## config.mk

```make
export PLATFORM = sky130hd
export DESIGN_NAME = decoder2to4_pulse
export DESIGN_NICKNAME = d
export VERILOG_FILES = /design/src/rtl/decoder2to4_pulse.sv
export SDC_FILE = /design/constraint.sdc
export NUM_CORES = 1
export LEC_CHECK = 0
export ABC_AREA = 1
export CAP_MARGIN = 25
export CORE_UTILIZATION = 37
export DETAILED_ROUTE_END_ITERATION = 8
export GPL_TIMING_DRIVEN = 0
export SYNTH_ARGS = -nofsm -noshare
export SYNTH_HDL_FRONTEND = slang
export SYNTH_SLANG_ARGS = --single-unit
```

## constraint.sdc

```tcl
create_clock -name clk -period 4.9 [get_ports clk]
set_clock_uncertainty 0.1 [all_clocks]
set_input_delay 0.49 -clock clk [delete_from_list [all_inputs] [get_ports clk]]
set_output_delay 0.49 -clock clk [all_outputs]
set_load 0.02 [all_outputs]
```

## src/rtl/decoder2to4_pulse.sv

```systemverilog
// 2-to-4 one-hot decoder that stretches each accepted code into a timed pulse,
// followed by an optional all-zero gap before the next code is taken.
module decoder2to4_pulse #(
  parameter int HOLD_CYCLES = 4,
  parameter int GAP_CYCLES  = 1
) (
  input  logic       clk,
  input  logic       rst_n,
  input  logic       en,
  input  logic [1:0] din,
  input  logic       din_valid,
  output logic       din_ready,
  output logic [3:0] dout,
  output logic       dout_valid,
  output logic       busy,
  output logic [7:0] dec_count
);

  // state | meaning
  // IDLE  | waiting for a code; ready when en = 1
  // HOLD  | one-hot pulse on dout for HOLD_CYCLES cycles
  // GAP   | dout forced to zero for GAP_CYCLES cycles
  typedef enum logic [1:0] {
    IDLE = 2'd0,
    HOLD = 2'd1,
    GAP  = 2'd2
  } state_t;

  localparam logic [7:0] HOLD_LOAD = 8'(HOLD_CYCLES - 1);
  localparam logic [7:0] GAP_LOAD  = (GAP_CYCLES > 0) ? 8'(GAP_CYCLES - 1) : 8'd0;

  state_t     state;
  state_t     state_nxt;
  logic [7:0] cnt;
  logic       cnt_zero;
  logic       accept;

  assign cnt_zero = (cnt == 8'd0);
  assign accept   = din_valid & din_ready;

  always_ff @(posedge clk or negedge rst_n) begin
    if (!rst_n) begin
      state <= IDLE;
    end else begin
      state <= state_nxt;
    end
  end

  always_comb begin
    state_nxt = state;
    unique case (state)
      IDLE: if (accept) state_nxt = HOLD;
      HOLD: if (cnt_zero) state_nxt = (GAP_CYCLES > 0) ? GAP : IDLE;
      GAP:  if (cnt_zero) state_nxt = IDLE;
      default: state_nxt = IDLE;
    endcase
  end

  always_comb begin
    din_ready = (state == IDLE) && en;
    busy      = (state != IDLE);
  end

  always_ff @(posedge clk or negedge rst_n) begin
    if (!rst_n) begin
      cnt        <= 8'd0;
      dout       <= 4'b0000;
      dout_valid <= 1'b0;
      dec_count  <= 8'd0;
    end else begin
      unique case (state)
        IDLE: begin
          if (accept) begin
            dout       <= 4'b0001 << din;
            dout_valid <= 1'b1;
            cnt        <= HOLD_LOAD;
            dec_count  <= dec_count + 8'd1;
          end
        end
        HOLD: begin
          if (cnt_zero) begin
            dout       <= 4'b0000;
            dout_valid <= 1'b0;
            cnt        <= GAP_LOAD;
          end else begin
            cnt <= cnt - 8'd1;
          end
        end
        GAP: begin
          if (!cnt_zero) cnt <= cnt - 8'd1;
        end
        default: begin
          cnt <= 8'd0;
        end
      endcase
    end
  end

endmodule
```

# --- Word-level counts from Yosys, hierarchy flattened ---
# Cells that the tools add are included.
totals:
  register_bits: 23
  input_bits: 6
  output_inout_bits: 15
  elab_cells: 38
op_classes:
  n_addsub: 2
  eq_ne: 6
  shifts: 1
  muxes: 14
  n_bitwise: 1
  n_reduce_logical: 9
ops:
  columns: ["op", "count"]
  rows:
  - ["2-to-1 mux 8 bit", 3]
  - ["one-hot mux 8 bit (3 select lines)", 1]
  - ["adder 8 x 1 -> 8 bit (second input constant)", 1]
  - ["logical NOT 8 bit", 1]
  - ["2-to-1 mux 4 bit", 2]
  - ["!= test 2 bit (second input constant)", 4]
  - ["one-hot mux 4 bit (2 select lines)", 1]
  - ["subtractor 8 x 1 -> 8 bit (second input constant)", 1]
  - ["2-to-1 mux 2 bit", 3]
  - ["one-hot mux 2 bit (3 select lines)", 1]
  - ["AND reduction 3 bit", 2]
  - ["AND reduction 2 bit", 2]
  - ["nonzero test 2 bit", 2]
  - ["<< shifter 1 x 2 -> 4 bit (first input constant)", 1]
  - ["== test 2 x 1 -> 1 bit (second input constant)", 1]
  - ["== test 2 bit (second input constant)", 1]
  - ["logical NOT 2 bit", 1]
  - ["2-to-1 mux 1 bit", 2]
  - ["one-hot mux 1 bit (2 select lines)", 1]
  - ["bitwise AND 1 bit", 1]
  - ["logical AND 1 bit", 1]

# --- Depth between registers and ports, before layout ---
logic_depth:
  word_depth: 5
  ltp_mapped: 11
  ltp_nobuf: 11

# --- Worst setup path after synthesis ---
# OpenSTA, ideal clock, no wires.
synth_timing:
  path_kind: "reg2out"
  start: "reg state[1]"
  end: "out din_ready"
  arrival_ps: 1000
  required_ps: 4310
  slack_ps: 3310
  path_stages_with_launch: 4
  path_buffers: 0
  path_cell_list: "dfrtp_1 > nor2_4 > inv_1 > nor2_1"
synth_via:
  elab_chain_len: 2
synth_rtl:
  columns: ["element", "line", "rtl"]
  rows:
  - ["from (decl)", "32", "state_t state;"]
  - ["from (signal assigned)", "45", "state <= state_nxt;"]
  - ["logical NOT 2 bit", "60", "din_ready = (state == IDLE) && en;"]
  - ["logical AND 1 bit", "60", null]
  - ["to (decl)", "12", "output logic din_ready,"]
# No other way between the ends.

# --- Worst setup path in the final report ---
layout_timing:
  start: "in en"
  end: "out din_ready"
layout_via:
  elab_chain_len: 1
layout_rtl:
  columns: ["element", "line", "rtl"]
  rows:
  - ["from (decl)", "9", "input logic en,"]
  - ["logical AND 1 bit", "60", null]
# No other way between the ends.

==> impl_metrics.py <==
metrics = {
    "cts": {
        "ctsLongestPathBuffers": 2,
        "cts_setup_buffers": 0,
        "insertion_delay_ns": 0.30,
        "cts_resized": 0,
        "hold_buffers": 0,
        "cts-root-buf": "clkbuf_4",
        "ctsHtreeMaxLevel": 1,
        "clock_sinks": 23,
        "cts_tree": "done",
        "clk_pin_slew_ns": 0.12,
        "cts_made_buffers": 3,
    },
    "timing": {
        "fmax_ghz": 0.427,
        "finalHoldViolCount": 0,
        "max_slew_margin_pct": 70.1,
        "period_minus_slack_ns": 2.34,
        "rsz0062_at_grt": "false",
        "finalCritPeriodShare_pct": 47.8,
        "setup_viol": 0,
        "worst_slew_pin_slew_ns": 0.447,
        "finalWorstSetupSlack_ns": 2.56,
        "finalSetupTns_ns": 0,
        "slew_violations": 0,
        "timing.hold.ws_ns": 0.379,
    },
    "global_routing": {
        "track_usage_pct": 17.1,
        "grt_pass1_vias": 1077,
        "grt_max_degree": 16,
        "antenna_found_initial": 0,
        "grt_pass1_wl_um": 4640,
        "gr-total-overflow": 0,
    },
    "critical_path": {
        "timing.critical_path.mode_cell": "clkdlybuf4s50_1",
        "cp-end-kind": "output port",
        "cp-start-kind": "input pin",
        "critPathKind": "in2out",
        "crit_slowest_cell": "clkdlybuf4s50_1",
        "path_max_fanout": 2,
        "path_cells": "clkdlybuf4s50_1 -> inv_1 -> nor2_1 -> clkdlybuf4s50_1",
        "cp.required_ns": 4.31,
        "crit_arrival_ns": 1.75,
        "cp_slowest_stage_delay_ns": 0.60,
    },
    "place": {
        "portBuffers": 20,
        "dp_hpwl_um": 2060,
        "place_congestion": 0.849,
        "place_area_um2": 1550,
        "place_ws_ns": 2.55,
    },
    "power": {
        "p_leak_nw": 0.778,
        "power.density_nw_per_um2": 182,
        "ir_drop_mv": 0.126,
        "total_power_uw": 285,
    },
    "floorplan": {
        "core_area_um2": 3150,
        "die_h_um": 60.7,
        "fp.dieW_um": 60.7,
        "row_count": 20,
        "initial_core_util_pct": 40.4,
        "io_pins": 21,
        "die_area_um2": 3680,
    },
    "job": {
        "drv_cap": 0,
    },
    "cells_and_area": {
        "antenna_cells": 0,
        "drive_gt1_share_pct": 11.9,
        "final_nets": 195,
        "area_delta_synth_final_pct": 23.3,
        "stdcell_area_um2": 1570,
    },
    "outcome": {
        "status": "finished clean",
    },
    "synthesis": {
        "yosysWarnings": 0,
        "synth-seq-cells": 23,
        "ys_seq_area_share_pct": 45.1,
        "synth.avg_cell_area_um2": 7.97,
        "synth.cell_area_um2": 1270,
        "synthCells": 160,
        "synth.net_count": 169,
        "synth_cell_types": 21,
    },
    "routing": {
        "drtPass1Iterations": 4,
        "routedWlPerCell_um": 11.5,
        "vias": 1067,
        "drc": 0,
        "via_per_inst": 4.66,
        "drtIter0Drc": 29,
        "drt_wl_total_um": 2640,
        "ant_nets": 0,
    },
    "min_path": {
        "hold_path_class": "in2async",
    },
}
-- path summary, 6_finish.rpt --
check / startpoint / depth (start not counted) / end / slack [ns]
worst min register to register: dout_valid / 2 / dout_valid / 0.39
worst min-delay path: rst_n / 1 / cnt[4] / 0.38
worst max-delay path: en / 4 / din_ready / 2.56
min in group clk: dout_valid / 2 / dout_valid / 0.39
max in group asynchronous: rst_n / 2 / dout[2] / 3.86
worst max register to register: cnt[0] / 11 / cnt[6] / 3.09
-- cell usage in the layout, fill, tap and decap left out --
cell type        netlist  final
buf_2                  1      1
buf_8                  0      1
clkbuf_1               0      1
clkbuf_4               0      3
clkdlybuf4s50_1        0     20
dfrtp_1               23     23
ha_1                   3      3
inv_1                 19     19
inv_2                  5      5
nand2_1               47     47
nand2_2                4      4
nand3_1               19     19
nand3_2                1      1
nand3_4                1      1
nand4_1                3      3
nor2_1                12     12
nor2_2                 2      2
nor2_4                 3      3
nor3_2                 1      1
o2111ai_1              3      3
o21ai_0                3      3
o21ai_1                1      1
or2_0                  1      1
xnor2_1                4      4
xor2_1                 4      4
-- layer usage --
metal / routed length [µm] / global-route usage (%) / vias to the layer above
met5: 0 / 0 / -
met4: 13 / 5.84 / 0
met3: 91 / 2.56 / 2
met2: 1260 / 27.8 / 20
met1: 1270 / 23.3 / 493
li1: - / - / 552
-- state kept, by name, summed over array words and instances, names as in the netlist --
register / count
cnt: 8
dout_valid: 1
dout: 4
dec_count: 8
state: 2
-- logic make-up (layout without fill, tap and decap cells) --
family | Yosys count | count (layout) | share of synthesized area [%]
adder cells (fa/ha/maj) | 3 | 3 | 2.94
AO/OA/AOI/OAI | 7 | 7 | 3.63
buffers and inverters | 25 | 50 | 7.46
AND/OR/NAND/NOR | 94 | 94 | 35.3
flip-flops | 23 | 23 | 45.1
XOR/XNOR | 8 | 8 | 5.50
-- through the flow --
| step | cells | util (%) |
|---|---|---|
| 2_1_floorplan | 160 | - |
| 3_3_place_gp | 224 | 48.5 |
| 3_5_place_dp | 225 | 49.0 |
| 4_1_cts | 229 | 49.8 |
| 5_1_grt | 229 | 49.8 |
| 6_report | 229 | 49.8 |
-- where the power goes --
part / internal (mW) / switching, mW / total (mW)
combinational: 0.00473 / 0.00521 / 0.00994
clock: 0.0317 / 0.0540 / 0.0857
sequential: 0.190 / 0 / 0.190
total: 0.226 / 0.0592 / 0.285
-- area by class of cell --
type	instances	area, µm²
inverters	24	90.1
fillers	345	1580
clock buffers	4	26.3
plain buffers	1	5.00
repair buffers	21	215
multi-input cells	112	604
well taps	44	55.1
flip-flops and latches	23	576
-- critical path: cells and delay by family --
kind          cells  cell delay, ns
buf+inv           3            1.17
simple gates      1            0.09
-- Yosys cell counts (all sizes together) --
cell,count,area share [%]
dfrtp,23,45
xor2,4,2.7
o2111ai,3,2.1
nor3,1,0.79
nor2,17,7.2
buf,1,0.39
o21ai,4,1.6
nand3,21,9.6
nand2,51,16
or2,1,0.49
inv,24,7.1
xnor2,4,2.7
ha,3,2.9
nand4,3,1.5
(Power assumes the default switching activity.)
